[config.mk]
export PLATFORM = sky130hd
export DESIGN_NAME = wavetable_voice_scheduler
export DESIGN_NICKNAME = d
export VERILOG_FILES = /design/src/rtl/wt_pkg.sv /design/src/rtl/wt_interp.sv /design/src/rtl/wavetable_voice_scheduler.sv
export SDC_FILE = /design/constraint.sdc
export NUM_CORES = 2
export LEC_CHECK = 0
export BUFFER_PORTS_ARGS = -buffer_cell sky130_fd_sc_hd__buf_2
export CAP_MARGIN = 20
export CORE_MARGIN = 1
export CORE_UTILIZATION = 63
export DETAILED_ROUTE_END_ITERATION = 10
export PLACE_DENSITY = 0.8
export SYNTH_ARGS = -nofsm -noshare
export SYNTH_HDL_FRONTEND = slang
export SYNTH_SLANG_ARGS = --single-unit
[constraint.sdc]
create_clock -name clk -period 44.8 [get_ports clk]
set_input_delay 4.48 -clock clk [delete_from_list [all_inputs] [get_ports clk]]
set_output_delay 4.48 -clock clk [all_outputs]
set_load 0.005 [all_outputs]
[src/rtl/wt_pkg.sv]
// Shared types and constants for the wavetable voice scheduler.
//
// Contents:
//   SAMPLE_IDX_W / PROG_W / FRAC_W / SAMPLE_W : ROM and datapath field widths
//   MAX_VID_W                                 : widest voice number (64 voices)
//   wt_state_e                                : frame FSM states
//   wt_stage_t                                : per-voice bundle carried down the pipeline
package wt_pkg;

  localparam int SAMPLE_IDX_W = 6;
  localparam int PROG_W       = 7;
  localparam int FRAC_W       = 8;
  localparam int SAMPLE_W     = 8;
  localparam int MAX_VID_W    = 6;

  typedef enum logic [1:0] {
    IDLE,
    ISSUE,
    DRAIN
  } wt_state_e;

  // The voice field is sized for the largest legal voice count so the
  // struct can be shared by every parameterisation.
  typedef struct packed {
    logic [MAX_VID_W-1:0] voice;
    logic [FRAC_W-1:0]    frac;
    logic                 gate;
  } wt_stage_t;

endpackage

[src/rtl/wt_interp.sv]
// Two-stage linear interpolator between the sample ROM and the mixer.
//
// The issue-side fields (valid/voice/frac/gate) arrive in the ROM address
// cycle; s0/s1 arrive one cycle later with the ROM read data. Stage S1
// realigns the fields with the data, stage S2 registers the result.
//
// Ports:
//   clk, rst          clock, asynchronous active-high reset
//   valid_i           a voice is being issued this cycle
//   voice_i           voice number being issued
//   frac_i            interpolation fraction of that voice
//   gate_i            voice enable; disabled voices emit 0x00
//   s0_i, s1_i        ROM samples at idx and idx+1 (one cycle after issue)
//   out_valid_o       out_voice_o/out_sample_o valid
//   out_voice_o       voice index of out_sample_o
//   out_sample_o      interpolated signed sample
module wt_interp
  import wt_pkg::*;
#(
  parameter int VID_W = 4
) (
  input  logic                clk,
  input  logic                rst,
  input  logic                valid_i,
  input  logic [VID_W-1:0]    voice_i,
  input  logic [FRAC_W-1:0]   frac_i,
  input  logic                gate_i,
  input  logic [SAMPLE_W-1:0] s0_i,
  input  logic [SAMPLE_W-1:0] s1_i,
  output logic                out_valid_o,
  output logic [VID_W-1:0]    out_voice_o,
  output logic [SAMPLE_W-1:0] out_sample_o
);

  logic                s1_valid_q;
  wt_stage_t           s1_q, s1_d;
  logic                out_valid_q;
  logic [VID_W-1:0]    out_voice_q, out_voice_d;
  logic [SAMPLE_W-1:0] out_sample_q, out_sample_d;

  logic signed [8:0]  diff;
  logic signed [17:0] prod;
  logic        [9:0]  sum;

  always_comb begin
    s1_d       = '0;
    s1_d.voice = MAX_VID_W'(voice_i);
    s1_d.frac  = frac_i;
    s1_d.gate  = gate_i;
  end

  // |diff| <= 255 and frac <= 255, so prod[17:8] is exactly p >>> 8 and
  // s0 + (p >>> 8) always lands between s0 and s1: the low byte is the result.
  always_comb begin
    diff         = {s1_i[SAMPLE_W-1], s1_i} - {s0_i[SAMPLE_W-1], s0_i};
    prod         = diff * $signed({1'b0, s1_q.frac});
    sum          = {{2{s0_i[SAMPLE_W-1]}}, s0_i} + prod[17:8];
    out_voice_d  = s1_q.voice[VID_W-1:0];
    out_sample_d = s1_q.gate ? sum[SAMPLE_W-1:0] : '0;
  end

  always_ff @(posedge clk or posedge rst) begin
    if (rst) begin
      s1_valid_q   <= 1'b0;
      s1_q         <= '0;
      out_valid_q  <= 1'b0;
      out_voice_q  <= '0;
      out_sample_q <= '0;
    end else begin
      s1_valid_q   <= valid_i;
      s1_q         <= s1_d;
      out_valid_q  <= s1_valid_q;
      out_voice_q  <= out_voice_d;
      out_sample_q <= out_sample_d;
    end
  end

  assign out_valid_o  = out_valid_q;
  assign out_voice_o  = out_voice_q;
  assign out_sample_o = out_sample_q;

endmodule

[src/rtl/wavetable_voice_scheduler.sv]
// Time-multiplexes VOICES wavetable voices onto a dual-port sample ROM,
// one voice per clock, and streams one interpolated sample per voice per
// audio frame to the mixer.
//
// Ports:
//   clk, rst                     clock, asynchronous active-high reset
//   sample_tick                  audio-rate pulse, starts a frame
//   cfg_we/voice/prog/step/gate  voice configuration write
//   ovr_clr                      clears the sticky overrun flag
//   rom_re_a/b                   ROM read enables (high for gated voices)
//   rom_addr_{a,b}_sample/prog   ROM addresses; B reads idx+1 (mod 64)
//   rom_data_a/b                 ROM data, one cycle after the read
//   out_valid/voice/sample       interpolated sample stream
//   frame_done                   pulse the cycle after the last output
//   busy                         frame in progress
//   overrun                      sticky: tick arrived while busy
module wavetable_voice_scheduler
  import wt_pkg::*;
#(
  parameter int VOICES  = 16,
  parameter int PHASE_W = 16,
  parameter int VID_W   = $clog2(VOICES)
) (
  input  logic                    clk,
  input  logic                    rst,
  input  logic                    sample_tick,
  input  logic                    cfg_we,
  input  logic [VID_W-1:0]        cfg_voice,
  input  logic [PROG_W-1:0]       cfg_prog,
  input  logic [PHASE_W-1:0]      cfg_step,
  input  logic                    cfg_gate,
  input  logic                    ovr_clr,
  output logic                    rom_re_a,
  output logic                    rom_re_b,
  output logic [SAMPLE_IDX_W-1:0] rom_addr_a_sample,
  output logic [SAMPLE_IDX_W-1:0] rom_addr_b_sample,
  output logic [PROG_W-1:0]       rom_addr_a_prog,
  output logic [PROG_W-1:0]       rom_addr_b_prog,
  input  logic [SAMPLE_W-1:0]     rom_data_a,
  input  logic [SAMPLE_W-1:0]     rom_data_b,
  output logic                    out_valid,
  output logic [VID_W-1:0]        out_voice,
  output logic [SAMPLE_W-1:0]     out_sample,
  output logic                    frame_done,
  output logic                    busy,
  output logic                    overrun
);

  wt_state_e        state_q, state_d;
  logic [VID_W-1:0] v_q, v_d;
  logic             drain_q, drain_d;
  logic             overrun_q, overrun_d;
  logic             frame_done_q, frame_done_d;

  logic [PROG_W-1:0]  prog_q  [VOICES];
  logic [PROG_W-1:0]  prog_d  [VOICES];
  logic [PHASE_W-1:0] step_q  [VOICES];
  logic [PHASE_W-1:0] step_d  [VOICES];
  logic [PHASE_W-1:0] phase_q [VOICES];
  logic [PHASE_W-1:0] phase_d [VOICES];
  logic [VOICES-1:0]  gate_q, gate_d;

  logic                    issuing;
  logic [SAMPLE_IDX_W-1:0] idx;
  logic [FRAC_W-1:0]       frac;

  // Frame FSM and overrun flag.
  // NOTE: every signal driven here gets a default first, so no path leaves
  // it unassigned and no latch is inferred.
  always_comb begin
    state_d      = state_q;
    v_d          = v_q;
    drain_d      = drain_q;
    frame_done_d = 1'b0;
    overrun_d    = overrun_q;

    // Set after clear so a coinciding overrunning tick wins.
    if (ovr_clr) overrun_d = 1'b0;
    if (sample_tick && state_q != IDLE) overrun_d = 1'b1;

    unique case (state_q)
      IDLE: begin
        if (sample_tick) begin
          state_d = ISSUE;
          v_d     = '0;
        end
      end
      ISSUE: begin
        if (v_q == VID_W'(VOICES - 1)) begin
          state_d = DRAIN;
          drain_d = 1'b0;
        end else begin
          v_d = v_q + 1'b1;
        end
      end
      DRAIN: begin
        // Two drain cycles cover the S1/S2 pipeline; frame_done lands on
        // the cycle right after the last out_valid.
        if (drain_q) begin
          state_d      = IDLE;
          frame_done_d = 1'b1;
        end else begin
          drain_d = 1'b1;
        end
      end
      default: state_d = IDLE;
    endcase
  end

  // S0: ROM addressing for the voice in its issue slot.
  always_comb begin
    issuing           = (state_q == ISSUE);
    idx               = phase_q[v_q][PHASE_W-1 -: SAMPLE_IDX_W];
    frac              = phase_q[v_q][PHASE_W-SAMPLE_IDX_W-1 -: FRAC_W];
    rom_re_a          = issuing & gate_q[v_q];
    rom_re_b          = issuing & gate_q[v_q];
    rom_addr_a_sample = issuing ? idx : '0;
    rom_addr_b_sample = issuing ? idx + 1'b1 : '0;  // 63 pairs with 0
    rom_addr_a_prog   = issuing ? prog_q[v_q] : '0;
    rom_addr_b_prog   = issuing ? prog_q[v_q] : '0;
  end

  // Voice state. Issue reads the registered values, so a config write to
  // the voice being issued only takes effect from the next frame.
  always_comb begin
    prog_d  = prog_q;
    step_d  = step_q;
    gate_d  = gate_q;
    phase_d = phase_q;
    if (issuing && gate_q[v_q]) phase_d[v_q] = phase_q[v_q] + step_q[v_q];
    if (cfg_we) begin
      prog_d[cfg_voice] = cfg_prog;
      step_d[cfg_voice] = cfg_step;
      gate_d[cfg_voice] = cfg_gate;
      // Enabling a silent voice restarts it; this overrides the accumulate.
      if (cfg_gate && !gate_q[cfg_voice]) phase_d[cfg_voice] = '0;
    end
  end

  // NOTE: sequential state uses non-blocking assignments only, so every
  // register samples the pre-edge value of every other register.
  always_ff @(posedge clk or posedge rst) begin
    if (rst) begin
      state_q      <= IDLE;
      v_q          <= '0;
      drain_q      <= 1'b0;
      overrun_q    <= 1'b0;
      frame_done_q <= 1'b0;
      gate_q       <= '0;
      // NOTE: the voice arrays are small flop arrays, not RAM, and voices
      // must come up silent at phase 0, so they are reset explicitly.
      for (int i = 0; i < VOICES; i++) begin
        prog_q[i]  <= '0;
        step_q[i]  <= '0;
        phase_q[i] <= '0;
      end
    end else begin
      state_q      <= state_d;
      v_q          <= v_d;
      drain_q      <= drain_d;
      overrun_q    <= overrun_d;
      frame_done_q <= frame_done_d;
      gate_q       <= gate_d;
      prog_q       <= prog_d;
      step_q       <= step_d;
      phase_q      <= phase_d;
    end
  end

  wt_interp #(
    .VID_W (VID_W)
  ) u_interp (
    .clk          (clk),
    .rst          (rst),
    .valid_i      (issuing),
    .voice_i      (v_q),
    .frac_i       (frac),
    .gate_i       (gate_q[v_q]),
    .s0_i         (rom_data_a),
    .s1_i         (rom_data_b),
    .out_valid_o  (out_valid),
    .out_voice_o  (out_voice),
    .out_sample_o (out_sample)
  );

  assign frame_done = frame_done_q;
  assign busy       = (state_q != IDLE);
  assign overrun    = overrun_q;

endmodule

==> impl_metrics.py <==
metrics = {
    "route": {
        "via_count": 23360,
        "drt_pass1_iterations": 6,
        "wl_per_cell_um": 24.28,
        "drc": 0,
        "drt_wl_total_um": 86600,
        "first_iter_violations": 2130,
        "avgViaCountPerCell": 6.548,
        "ant_nets": 0,
    },
    "worst_setup_path": {
        "crit_slowest_cell": "a2111oi_0",
        "worst_r2r_path_depth": 13,
        "start_kind": "input pin",
        "arrival_ns": 11.89,
        "cp_slowest_stage_delay_ns": 0.63,
        "crit_fanout": 8,
        "critPathKind": "in -> reg",
        "cp_top_family": "adder cells",
        "critical_path_buf_inv_count": 5,
        "r2r_end": "phase_q[61]",
        "r2r_start": "v_q[0]",
        "required_ns": 45.31,
        "end_kind": "register",
        "rrSetupSlack_ns": 38.17,
    },
    "cells_and_area": {
        "nNetsFinal": 2987,
        "drive_above_1_share": 0.3067,
        "final_common_cell": "dfrtp_1",
        "seq_area_um2": 16930,
        "syn2layout_area_growth_pct": 9.733,
        "final_cell_mix": "dfrtp_1 (672), mux2_2 (384), nand2_1 (343)",
        "multi_input_area_um2": 16380,
        "num-fill-cells": 3529,
    },
    "cts": {
        "post-cts-setup-buffers": 0,
        "clkLatencyLatePin_ns": 0.63,
        "htreeDepth": 3,
        "numCtsBuffers": 71,
        "ctsHoldBuffers": 0,
        "clk_path_buf_depth": 3,
        "cts_resized": 0,
        "clk_pin_slew_ns": 0.07,
        "cts_tree": "built",
        "clockRootBuffer": "clkbuf_16",
        "cts.sinks": 676,
    },
    "timing": {
        "max_freq_mhz": 87.83,
        "fin_crit_ns": 11.39,
        "tns_ns": 0,
        "clock_skew_ns": 0.02189,
        "finalHoldViolCount": 0,
        "fin_crit_sh": 0.2541,
        "rsz0062_at_grt": "no",
        "slew_viol_final": 0,
        "worst_pin_slew_ns": 1.207,
        "slew_headroom": 0.1955,
        "finalSetupViolCount": 0,
    },
    "floorplanning": {
        "die_width_um": 236.2,
        "dieArea_um2": 55810,
        "initial_core_util": 0.6398,
        "rows": 85,
        "core-area_um2": 54030,
        "io_pins": 93,
        "die_h_um": 236.2,
    },
    "min_path": {
        "holdPathEnd": "u_interp.out_valid_o",
        "hold_start": "u_interp.s1_valid_q",
        "min_path_type": "reg -> reg",
        "whs_path_depth": 0,
    },
    "logic_synthesis": {
        "synth_warnings": 0,
        "syn_inst": 2813,
        "syn_area_um2": 34570,
        "syn_nets": 2982,
        "ys_seq_area_frac": 0.4894,
        "synth.distinct_cells": 50,
        "ys_ff_latch": 676,
        "syn_area_per_cell_um2": 12.29,
    },
    "place": {
        "place.detailed.hpwl_um": 53810,
        "gp_congestion": 0.8840,
        "port_buffers": 92,
    },
    "grt": {
        "grt_first_pass_wirelength_um": 138000,
        "grtUsageTotal": 0.3203,
        "grt_max_degree": 179,
        "grt_pass1_vias": 24480,
        "gr-total-overflow": 0,
        "antenna_found_initial": 2,
    },
    "status": {
        "status": "finished clean",
    },
    "run": {
        "max-cap-violations": 0,
    },
}
==> cell type report <==
| cell class | instances | share of cell area |
|---|---|---|
| clock inverter | 26 | 0.009632 |
| inverter | 106 | 0.01069 |
| timing repair buffer | 140 | 0.02434 |
| tap | 696 | 0.02296 |
| multi-input combinational | 1823 | 0.4319 |
| antenna | 2 | 0.0001319 |
| clock buffer | 98 | 0.05403 |
| sequential | 676 | 0.4463 |
==> state kept, by name, summed over array words and instances (netlist names) <==
signal,count
overrun,1
u_interp.s1_q,9
u_interp.out_valid_o,1
phase_q,256
u_interp.out_sample_o,8
step_q,256
u_interp.out_voice_o,4
drain_q,1
v_q,4
frame_done,1
u_interp.out_voice_d,4
prog_q,112
u_interp.s1_valid_q,1
state_q,2
gate_q,16
==> per-layer routing <==
layer  GRT usage  up-vias  wire, um
met2      0.5343     1065     43890
met4      0.1232        0      2506
met1      0.4314    12220     34220
met3     0.04506      198      5979
met5           0        -         0
li1            -     9875         -
==> per-stage QoR <==
step           cells  area, um^2    util  worst slack (ns)  hold WS [ns]
6_report        3567       37930  0.7021             33.41        0.3483
3_5_place_dp    3428       35320  0.6538             32.90        0.3347
2_1_floorplan   2813       34570       -             21.37        0.3312
4_1_cts         3552       37740  0.6985             33.51        0.3459
3_3_place_gp    3427       35320  0.6537             33.22        0.3322
5_1_grt         3565       37930  0.7020             33.04        0.3580
==> cells by family (layout without fill, tap and decap cells) <==
kind of cell	Yosys count	count (layout)	synth area share
compound gates	363	363	0.05817
xor+xnor	42	42	0.01104
fa+ha+maj	120	120	0.05560
buf+inv	314	370	0.03942
flops	676	676	0.4894
mux	587	587	0.2574
other cells	0	2	0
simple gates	711	711	0.08904
==> worst register-to-register path, cell delays in order, from the launching register on <==
cell and delay (ns):
dfrtp_4 1.03, buf_4 0.89, buf_4 0.74, mux4_2 0.65, mux4_2 0.52, ha_1 0.35
a211oi_1 0.33, o21ai_0 0.26, a221oi_1 0.56, o21ai_0 0.26, xor2_1 0.35, buf_4 0.27
nand2_1 0.10, a21oi_1 0.23
==> synth_stat cells, drive strengths merged <==
master,number,area share
inv,106,0.012
ha,64,0.023
nand3,38,0.0055
o21bai,4,0.00087
mux2,384,0.13
buf,79,0.014
a21oi,250,0.036
o21a,5,0.0011
a22o,1,0.00025
nor3,14,0.0037
a21boi,1,0.00022
nor3b,4,0.00087
a211oi,31,0.0067
nor4b,1,0.00025
nor2,218,0.024
mux4,203,0.13
fa,56,0.032
a2111oi,1,0.00025
a221oi,1,0.00025
nor4,2,0.00036
and3,5,0.00090
xnor3,1,0.00065
o22ai,23,0.0042
o31ai,4,0.00087
nand2b,14,0.0028
xnor2,22,0.0056
nand3b,2,0.00043
or3,2,0.00036
o21ai,25,0.0036
a31oi,3,0.00054
o41ai,1,0.00025
a21o,8,0.0017
nor2b,22,0.0040
nand2,347,0.038
clkbuf,129,0.014
a311oi,1,0.00025
nor4bb,2,0.00058
or2,1,0.00018
xor2,19,0.0048
a22oi,2,0.00043
dfrtp,676,0.49
and2,39,0.0071
o211ai,2,0.00043
==> worst max path at each step <==
| stage | startpoint | endpoint | slack, ns | depth (start not counted) |
|---|---|---|---|---|
| 2_1_floorplan | rst | drain_q | 21.37 | 1 |
| 3_3_place_gp | rom_data_a[0] | u_interp.out_sample_o[7] | 33.22 | 29 |
| 3_5_place_dp | rom_data_a[1] | u_interp.out_sample_o[7] | 32.90 | 31 |
| 4_1_cts | rom_data_a[1] | u_interp.out_sample_o[7] | 33.51 | 31 |
| 5_1_grt | rom_data_a[1] | u_interp.out_sample_o[7] | 33.04 | 30 |
| 6_report | rom_data_a[1] | u_interp.out_sample_o[7] | 33.41 | 31 |
Power is left out: the tool's default activity adds up to more than one toggle a clock period on the data nets, which glitch-free logic cannot reach.
